$ cat src/rtl/imem_fetch_ctrl.sv
// ---------------------------------------------------------------------------
// imem_fetch_ctrl
//
// Fetch sequencer for a byte-wide instruction memory. Holds the program
// counter and reads each 32-bit instruction one byte per cycle over four
// cycles through the memory's combinational byte port. The bytes are packed
// little-endian into an assembly register, and the instruction is then
// offered to decode with a valid/ready handshake. Execute-stage redirects are
// accepted in every state and take priority over everything else.
//
// Parameters:
//   PC_W      program counter width
//   MEM_AW    byte-address width of the instruction memory
//   RESET_PC  PC value loaded on reset
//
// Ports:
//   clk             clock, all state changes on the rising edge
//   reset_n         asynchronous active-low reset
//   mem_addr        byte address to instruction memory (pc + byte index, wraps)
//   mem_rdata       byte returned combinationally for mem_addr
//   redirect_valid  load redirect_pc as the new PC this cycle
//   redirect_pc     redirect target
//   inst_valid      inst / inst_pc are valid for decode
//   inst_ready      decode accepts the instruction
//   inst            assembled instruction
//   inst_pc         address of inst
//   fetch_cnt       instructions accepted since reset (wraps at 2^32)
//   fault           misaligned-PC fault
//
// Optional feature: define IMEM_MISALIGN_TRAP_EN to trap on a PC whose two
// low bits are non-zero. Without it a misaligned PC is fetched byte-wise as
// is and fault stays 0.
// ---------------------------------------------------------------------------
module imem_fetch_ctrl #(
    parameter int              PC_W     = 64,
    parameter int              MEM_AW   = 4,
    parameter logic [PC_W-1:0] RESET_PC = '0
) (
    input  logic              clk,
    input  logic              reset_n,
    output logic [MEM_AW-1:0] mem_addr,
    input  logic [7:0]        mem_rdata,
    input  logic              redirect_valid,
    input  logic [PC_W-1:0]   redirect_pc,
    output logic              inst_valid,
    input  logic              inst_ready,
    output logic [31:0]       inst,
    output logic [PC_W-1:0]   inst_pc,
    output logic [31:0]       fetch_cnt,
    output logic              fault
);

    typedef enum logic [1:0] {
        FETCH = 2'd0,
        VALID = 2'd1,
        FAULT = 2'd2
    } state_t;

    state_t          state_q, state_d;
    logic [PC_W-1:0] pc_q, pc_d;
    logic [1:0]      bcnt_q, bcnt_d;
    logic [31:0]     asm_q, asm_d;
    logic [PC_W-1:0] inst_pc_q, inst_pc_d;
    logic            inst_valid_q, inst_valid_d;
    logic [31:0]     fetch_cnt_q, fetch_cnt_d;
    logic            fault_q, fault_d;
    logic            trap_req;

    // Byte address wraps modulo the memory size, so a PC near the top of
    // memory continues at address 0.
    assign mem_addr = pc_q[MEM_AW-1:0] + MEM_AW'(bcnt_q);

    // The misalignment check is made only before the first byte is read.
`ifdef IMEM_MISALIGN_TRAP_EN
    assign trap_req = (bcnt_q == 2'd0) && (pc_q[1:0] != 2'b00);
`else
    assign trap_req = 1'b0;
`endif

    always_comb begin
        state_d      = state_q;
        pc_d         = pc_q;
        bcnt_d       = bcnt_q;
        asm_d        = asm_q;
        inst_pc_d    = inst_pc_q;
        inst_valid_d = inst_valid_q;
        fetch_cnt_d  = fetch_cnt_q;
        fault_d      = fault_q;

        case (state_q)
            FETCH: begin
                if (trap_req) begin
                    state_d = FAULT;
                    fault_d = 1'b1;
                end else begin
                    asm_d[{bcnt_q, 3'b000} +: 8] = mem_rdata;
                    bcnt_d = bcnt_q + 2'd1;
                    if (bcnt_q == 2'd3) begin
                        state_d      = VALID;
                        inst_valid_d = 1'b1;
                        inst_pc_d    = pc_q;
                    end
                end
            end
            VALID: begin
                if (inst_ready) begin
                    pc_d         = pc_q + PC_W'(4);
                    fetch_cnt_d  = fetch_cnt_q + 32'd1;
                    bcnt_d       = 2'd0;
                    state_d      = FETCH;
                    inst_valid_d = 1'b0;
                end
            end
            FAULT: begin
                // Only a redirect (below) or reset leaves this state.
            end
            default: begin
                state_d = FETCH;
            end
        endcase

        // A redirect overrides the next PC and state, but a handshake in the
        // same cycle has already been counted above and is kept. The partial
        // assembly register is left untouched; its lanes are refilled from
        // the new target before it is presented again.
        if (redirect_valid) begin
            pc_d         = redirect_pc;
            bcnt_d       = 2'd0;
            state_d      = FETCH;
            fault_d      = 1'b0;
            inst_valid_d = 1'b0;
            asm_d        = asm_q;
            inst_pc_d    = inst_pc_q;
        end
    end

    always_ff @(posedge clk or negedge reset_n) begin
        if (!reset_n) begin
            state_q      <= FETCH;
            pc_q         <= RESET_PC;
            bcnt_q       <= 2'd0;
            asm_q        <= 32'd0;
            inst_pc_q    <= RESET_PC;
            inst_valid_q <= 1'b0;
            fetch_cnt_q  <= 32'd0;
            fault_q      <= 1'b0;
        end else begin
            state_q      <= state_d;
            pc_q         <= pc_d;
            bcnt_q       <= bcnt_d;
            asm_q        <= asm_d;
            inst_pc_q    <= inst_pc_d;
            inst_valid_q <= inst_valid_d;
            fetch_cnt_q  <= fetch_cnt_d;
            fault_q      <= fault_d;
        end
    end

    assign inst       = asm_q;
    assign inst_pc    = inst_pc_q;
    assign inst_valid = inst_valid_q;
    assign fetch_cnt  = fetch_cnt_q;
    assign fault      = fault_q;

endmodule

$ cat config.mk
export PLATFORM = sky130hd
export DESIGN_NAME = imem_fetch_ctrl
export DESIGN_NICKNAME = d
export VERILOG_FILES = /design/src/rtl/imem_fetch_ctrl.sv
export SDC_FILE = /design/constraint.sdc
export NUM_CORES = 1
export LEC_CHECK = 0
export ABC_CLOCK_PERIOD_IN_PS = 4990
export CAP_MARGIN = 30
export CORE_AREA = 2 2 152 117
export CTS_CLUSTER_SIZE = 30
export DETAILED_ROUTE_END_ITERATION = 6
export DIE_AREA = 0 0 154 119
export GPL_TIMING_DRIVEN = 1
export HOLD_SLACK_MARGIN = 0.15
export PLACE_DENSITY = 0.85
export SKIP_LAST_GASP = 1
export SYNTH_ARGS = -nofsm -noshare
export SYNTH_HDL_FRONTEND = slang
export SYNTH_SLANG_ARGS = --single-unit
$ cat constraint.sdc
create_clock -name clk -period 4.99 [get_ports clk]
set_input_delay 0.499 -clock clk [delete_from_list [all_inputs] [get_ports clk]]
set_output_delay 0.499 -clock clk [all_outputs]
set_load 0.02 [all_outputs]
======== After elaboration in Yosys (flattened, before gate mapping) ========
Cells that the tools add are included.
W data, S select, Z words.
word-level totals
  bits in registers ....................... 197
  bits of input ports ..................... 76
  output and inout bits ................... 134
operators by class
  $add $sub $neg .......................... 5
  eq/ne operators ......................... 6
  shift operators ......................... 2
  mux-type cells .......................... 14
  bitwise operators ....................... 1
  reduce and logical (&&, ||, !) cells .... 11
operator list
  operator                  number
  $mux W64                  3
  $add A64 B3 Y64 const B   1
  $add A32 B1 Y32 const B   1
  $bwmux W32                1
  $shift A8 B7 Y32 const A  1
  $shiftx A8 B7 Y32         1
  $reduce_and A3 Y1         3
  $mux W2                   4
  $reduce_and A2 Y1         4
  $neg A5 Y7                1
  $ne A3 B3 Y1 const B      2
  $pmux W2 S3               1
  $add A4 B2 Y4             1
  $eq A2 B2 Y1 const B      2
  $pmux W2 S2               1
  $reduce_bool A2 Y1        2
  $mux W1                   3
  $reduce_bool A3 Y1        1
  $add A2 B1 Y2 const B     1
  $eq A2 B1 Y1 const B      1
  $logic_not A2 Y1          1
  $ne A2 B2 Y1 const B      1
  $pmux W1 S2               1
  $not A1 Y1                1

======== Longest topological paths before layout ========
Gate-level depths: netlist (run 1).
  depth after elaboration ................. 4
  depth in mapped cells ................... 7
  depth with buffers taken out ............ 6

======== Worst setup path before layout (run 1) ========
Ideal clock, no wire load.
  path type ............................... input -> register
  start ................................... in inst_ready
  end ..................................... reg pc_q[51]
  data arrival time ....................... 2.326 ns
  path slack .............................. 2.582 ns
  cell stages on the path ................. 7
  buffers on the path ..................... 2
  path through ............................ buf_2 nand4_2 or3_1 buf_2 or4_4 or4_1 a31oi_1
on the way
  cells in the longest elaborated chain, start to end .. 2
RTL lines
  item                                 line  source
  from (decl)                          46    input logic inst_ready,
  $reduce_bool A2 Y1 (no source line)  n/a
  $reduce_and A2 Y1 (no source line)   n/a
  to (signal assigned)                 149   pc_q <= pc_d;
  to (decl)                            60    logic [PC_W-1:0] pc_q, pc_d;
Every way passes these cells.
A chain may end at the register's enable or synchronous reset.

======== Worst setup path after layout (run 1) ========
  start ................................... reg bcnt_q[0]
  end ..................................... out mem_addr[2]
on the way
  cells in the longest elaborated chain, start to end .. 1
RTL lines
  item                    line  source
  from (decl)             61    logic [1:0] bcnt_q, bcnt_d;
  from (signal assigned)  150   bcnt_q <= bcnt_d;
  $add A4 B2 Y4           71    assign mem_addr = pc_q[MEM_AW-1:0] + MEM_AW'(bcnt_q);
  to (decl)               41    output logic [MEM_AW-1:0] mem_addr,
Every way passes these cells.

==> flow_summary.toml, run 1 <==
[final_layout]
finish.utilization_pct = 69.8
design_area_um2 = 11900
syn2layout_area_growth_pct = 32.6
fin_cells = 1242
num_antenna_cells = 0
final_nets = 1096
final_layout_size_suffix_gt1_share_pct = 11.5

[worst_setup_path]
cpPeakStageDelay_ns = 0.64
endpoint_kind = "primary output"
cp_data_required_time_ns = 4.49
crit_family = "adder cells"
crit_arrival_ns = 2.33
cp_slowest_cell = "clkdlybuf4s50_1"
crit_fanout = 9
critPathKind = "reg -> out"
rrSetupSlack_ns = 2.21
worst-path-buf-inv = 1
cp_cell_sequence = "ha_1 -> fa_1 -> xor2_1 -> clkdlybuf4s50_1"
cp-start-kind = "flip-flop"

[synth]
ys_types = 42
yosys-top-cells-count = "dfrtp_1, nand2_1, mux2_2, o21ai_0, xnor2_1"
netlist.area_leader.share_pct = 54.3
synthArstFlopShare_pct = 100
ys.flop_type = "dfrtp_1"
yosysTopAreaCell = "dfrtp_1"
synthTopCellsByArea = "dfrtp_1, mux2_2, xnor2_1"
syn_inst = 804
ys_seq_elements = 195
synth-edff-count = 0
yosys_warnings = 0
ys_seq_area_share_pct = 54.3
yosysMostFrequentCell = "dfrtp_1"
syn-num-nets = 891
syn_avg_cell_area_um2 = 11.2
syn_area_um2 = 8990

[cts]
clkSinkCount = 195
clockBufferDepth = 2
root_buffer = "clkbuf_16"
numCtsBuffers = 17
insertion_delay_ns = 0.44
path_clk_slew_ns = 0.07
post_cts_buffers = 0
cts_hold_buffers = 0
h-tree-depth = 4
cts_tree = "built"
cts_resized = 0

[floorplanning]
fp.dieW_um = 154
core-area_um2 = 17100
fp.dieArea_um2 = 18300
rows = 42
die_h_um = 119
io_pins = 210
start_util_pct = 52.6

[detailed_routing]
drcViolationCount = 0
dr.first_iter.drc_count = 593
detailroute.wirelength.met3_mm = 1.88
vias = 7351
ant_nets = 0
route.met2.wl_mm = 10.8
wl_per_cell_um = 19.2
dr.max_layer_used = "met4"
drt-met1-wl_mm = 10.9
wirelength_mm = 23.9
avgViaCountPerCell = 5.92
first_pass_iters = 5

[grt]
grt_max_degree = 124
antenna_found_initial = 0
grt_pass1_vias = 7125
grt-ovfl-total = 0
grt_usage_pct = 26.7
grt_pass1_wl_mm = 38.4

[sta]
finalCriticalPeriod_ns = 2.83
setup_viol = 0
fin_ws_ns = 2.16
hold_viol_final = 0
period_share_pct = 56.7
worst_pin_slew_ns = 0.997
tns_ns = 0
grt_setup_unrepaired = "no"
fmax_mhz = 354
slew_headroom_pct = 33.5
finClkSkew_ns = 0.0120
slew_viol_final = 0

[worst_hold_path]
holdCritPathClass = "in -> async"

[placement]
port_buffers = 208
place_area_um2 = 11300
dp_hpwl_mm = 16.5
dp_slack_ns = 1.83
placedCellCount = 1208
place_congestion = 0.876

[status]
run_status = "complete, no violations"

[power_and_ir_drop]
p_int_mw = 3.46
clkPwrFrac_pct = 26.9
seq_power_share_pct = 42.7
swShare_pct = 32.3
irDropWorstVdd_mv = 0.259
net-switching-power_mw = 1.65
powerDensity_nw_per_um2 = 429
leakagePower_nw = 4.94
p_comb_share_pct = 30.4

[job]
cap_violations = 0
## layout by cell type (no fill, tap or decap), types with 9 or more instances in the layout
master / count
o21ai_0: 49
xor2_1: 33
a22o_1: 33
mux2_2: 70
or3_1: 9
clkbuf_16: 17
nor3_1: 18
or4_1: 12
dfrtp_1: 195
nand2_1: 93
clkdlybuf4s50_1: 206
nor4_1: 21
and3_1: 20
nand4_1: 27
and4_1: 13
nor2_1: 29
xnor2_1: 46
ha_1: 10
nand3_1: 38
buf_4: 9
## power by group through the flow
| stage | Sequential [mW] | Clock [mW] | Combinational (mW) |
|---|---|---|---|
| after floorplan | 2.50 | 0 | 0.403 |
| after global placement | 2.19 | 0 | 1.52 |
| after detailed placement | 2.20 | 0 | 1.55 |
| after CTS | 2.18 | 1.40 | 1.56 |
| after global routing | 2.23 | 1.47 | 1.64 |
| final | 2.18 | 1.38 | 1.55 |
## cells by family (layout without fill, tap and decap cells)
logic type | count (synthesis) | count (layout) | synth area share [%]
and+or+nand+nor | 305 | 305 | 18.1
xor gates and xnor gates | 79 | 79 | 7.70
adders and majority gates | 11 | 11 | 1.61
DFF | 195 | 195 | 54.3
other | 1 | 1 | 0.0417
muxes | 73 | 73 | 9.10
buffers and inverters | 39 | 257 | 1.70
AOI/OAI and AO/OA | 101 | 101 | 7.47
## per-layer routing
layer	global-route usage, %	vias up
met2	39.9	337
li1	-	3326
met1	39.8	3660
met4	5.55	0
met5	0	-
met3	6.51	28
## stage by stage
step | hold slack (ns) | total power, mW
final | 0.442 | 5.11
after global routing | 0.438 | 5.35
after CTS | 0.257 | 5.14
after detailed placement | 0.482 | 3.75
after global placement | 0.461 | 3.71
after floorplan | 0.203 | 2.90
## flip-flops by register name, summed over array words and instances, names as in the netlist
register    count
inst_pc        64
inst           32
inst_valid      1
fetch_cnt      32
bcnt_q          2
pc_q           64
## area by class of cell
class | instances | area [µm²]
fill | 1214 | 5160
sequential | 195 | 4880
multi-input combinational | 570 | 3960
timing repair buffer | 218 | 2180
clock buffer | 18 | 429
tap | 220 | 275
clock inverter | 14 | 170
inverter | 7 | 26.3
## path summary, 6_finish.rpt
path,from,to,cells after the start
max in group asynchronous,reset_n,pc_q[61]$_DFFE_PN0P_,4
setup reg to reg,pc_q[4]$_DFFE_PN0P_,pc_q[51]$_DFFE_PN0P_,5
setup / recovery,bcnt_q[0]$_DFFE_PN0P_,mem_addr[2],4
min in group clk,fetch_cnt[18]$_DFFE_PN0P_,fetch_cnt[18]$_DFFE_PN0P_,1
hold / removal,reset_n,fetch_cnt[26]$_DFFE_PN0P_,2
hold reg to reg,fetch_cnt[18]$_DFFE_PN0P_,fetch_cnt[18]$_DFFE_PN0P_,1
(Power assumes the default switching activity.)
==> run 2: changes to the inputs <==
- ABC_CLOCK_PERIOD_IN_PS: 4990 -> 2700
- CORE_AREA: 2 2 152 117 -> 2 2 158 122
- DIE_AREA: 0 0 154 119 -> 0 0 160 124
- PLACE_DENSITY: 0.85 -> 0.79
- clock period: 4.99 -> 2.7 ns (I/O delays scaled with it)
==> run 2 against run 1 <==
Design area increased by 1.9%. Wire length increased by 1.6%. First-iteration DRC count down 5.1%. Global-route usage is 1.5 points lower. Hold slack worse by 0.038 ns. Critical path depth did not move. Total power increased by 84%.
==> flow_summary.toml, run 2 (synthesis results as in run 1) <==
[placement]
place_congestion = 0.890
place_area_um2 = 11600
dp_hpwl_mm = 17.7
port_buffers = 208

[worst_setup_path]
cp_cell_sequence = "ha_1 -> fa_1 -> xor2_1 -> clkdlybuf4s50_1"
cpPeakStageDelay_ns = 0.64
critPathKind = "reg -> out"
cp_data_required_time_ns = 2.43
cp_slowest_cell = "clkdlybuf4s50_1"
crit_arrival_ns = 2.33
crit_fanout = 9
crit_family = "adder cells"
worst-path-buf-inv = 1
endpoint_kind = "primary output"
cp-start-kind = "flip-flop"

[power_and_ir_drop]
p_int_mw = 6.42
swShare_pct = 31.6
leakagePower_nw = 5.08
fin_total_pwr_mw = 9.38
clkPwrFrac_pct = 26.4
seq_power_share_pct = 42.8
irDropWorstVdd_mv = 0.593
net-switching-power_mw = 2.96
powerDensity_nw_per_um2 = 772
p_comb_share_pct = 30.7

[cts]
path_clk_slew_ns = 0.07
clockBufferDepth = 2
root_buffer = "clkbuf_16"
clkSinkCount = 195
cts_resized = 0
numCtsBuffers = 17
cts_tree = "built"
h-tree-depth = 4
insertion_delay_ns = 0.43

[final_layout]
final_nets = 1123
num_antenna_cells = 0
multiInputGateArea_um2 = 3960
design_area_um2 = 12200
layout_commonest_cell = "clkdlybuf4s50_1"
fillCellCount = 1452
layout_common_cells = "clkdlybuf4s50_1, dfrtp_1, nand2_1"
syn2layout_area_growth_pct = 35.2
finish.utilization_pct = 66.8
final_layout_size_suffix_gt1_share_pct = 13.8
register_area_um2 = 4880

[floorplanning]
fp.dieArea_um2 = 19800
io_pins = 210
start_util_pct = 49.4
rows = 43
core-area_um2 = 18200
die_h_um = 124
fp.dieW_um = 160

[detailed_routing]
wl_per_cell_um = 18.7
wirelength_mm = 24.3
first_pass_iters = 5
dr.first_iter.drc_count = 563
drcViolationCount = 0
avgViaCountPerCell = 5.63
ant_nets = 0
vias = 7298

[grt]
grt_pass1_wl_mm = 38.6
grt_max_degree = 115
grt-ovfl-total = 0
grt_pass1_vias = 7173
antenna_found_initial = 1
grt_usage_pct = 25.1

[sta]
slew_headroom_pct = 59.9
grt_setup_unrepaired = "no"
slew_viol_final = 0
worst_pin_slew_ns = 0.602
finalCriticalPeriod_ns = 2.60
finClkSkew_ns = 0.0106
setup_viol = 0
fmax_mhz = 384
hold_viol_final = 0
tns_ns = 0
period_share_pct = 96.5

[status]
run_status = "complete, no violations"

[job]
cap_violations = 0

[worst_hold_path]
holdCritPathClass = "in -> reg"
## run 2: cell types whose count changed in the layout (fill, tap and decap cells not counted), sizes merged
cell    before  now
inv         12   13
clkinv       7    4
clkbuf      19   21
buf         10   37
## run 2: power groups by stage
stage	clock network [mW]	registers (mW)	logic (mW)
after floorplan	0	4.62	0.745
after global placement	0	4.04	2.85
after detailed placement	0	4.06	2.90
after CTS	2.51	4.01	2.92
after global routing	2.64	4.11	3.06
final	2.48	4.02	2.88
## run 2: worst reg2reg max path, delay by kind of cell (launching register included)
kind / cells / cell delay, ns
simple gates: 4 / 1.42
buf+inv: 1 / 0.24
compound gates: 1 / 0.19
flops: 1 / 0.45
## run 2: what timing repair did
item | 4_1_cts | 5_1_grt
endpoints found under the setup margin | 0 | 0
endpoints found under the hold margin | 70 | 0
hold buffers | 1 | 0
buffers inserted | 0 | 0
## run 2: per-stage QoR
step,hold slack (ns),cells,worst slack (ns)
2_1_floorplan,-0.0256,804,0.423
6_report,0.404,1296,0.0956
5_1_grt,0.417,1296,0.0187
4_1_cts,0.394,1296,0.0771
3_5_place_dp,0.327,1263,0.0798
3_3_place_gp,0.322,1263,0.110
## run 2: cell type report
class                   count  share of cell area (%)
flip-flops and latches    195                    40.2
clock buffers              20                    3.76
multi-input cells         570                    32.6
repair buffers            245                    19.8
clock inverters            12                   0.978
inverters                   7                   0.216
well taps                 247                    2.54
## run 2: path summary, 6_finish.rpt
kind | startpoint | end | slack, ns | cells past startpoint
setup reg to reg | pc_q[4]$_DFFE_PN0P_ | pc_q[58]$_DFFE_PN0P_ | 0.31 | 6
hold / removal | redirect_pc[5] | pc_q[5]$_DFFE_PN0P_ | 0.40 | 3
min in group asynchronous | reset_n | inst_pc[55]$_DFFE_PN0P_ | 0.42 | 2
max in group asynchronous | reset_n | inst[18]$_DFFE_PN0P_ | 1.52 | 3
setup / recovery | bcnt_q[0]$_DFFE_PN0P_ | mem_addr[2] | 0.1 | 4
hold reg to reg | fetch_cnt[31]$_DFFE_PN0P_ | fetch_cnt[31]$_DFFE_PN0P_ | 0.49 | 1
## run 2: routing by layer
metal	global-route usage (%)	wire length, µm
met1	36.4	11500
met2	37.6	10500
met3	7.23	1950
met4	6.14	339
met5	0	0
==> run 3: changes to the inputs <==
- CAP_MARGIN: 30 -> 10
==> results of run 3 <==
Final layout, timing and power as in run 2 (identical DEF).
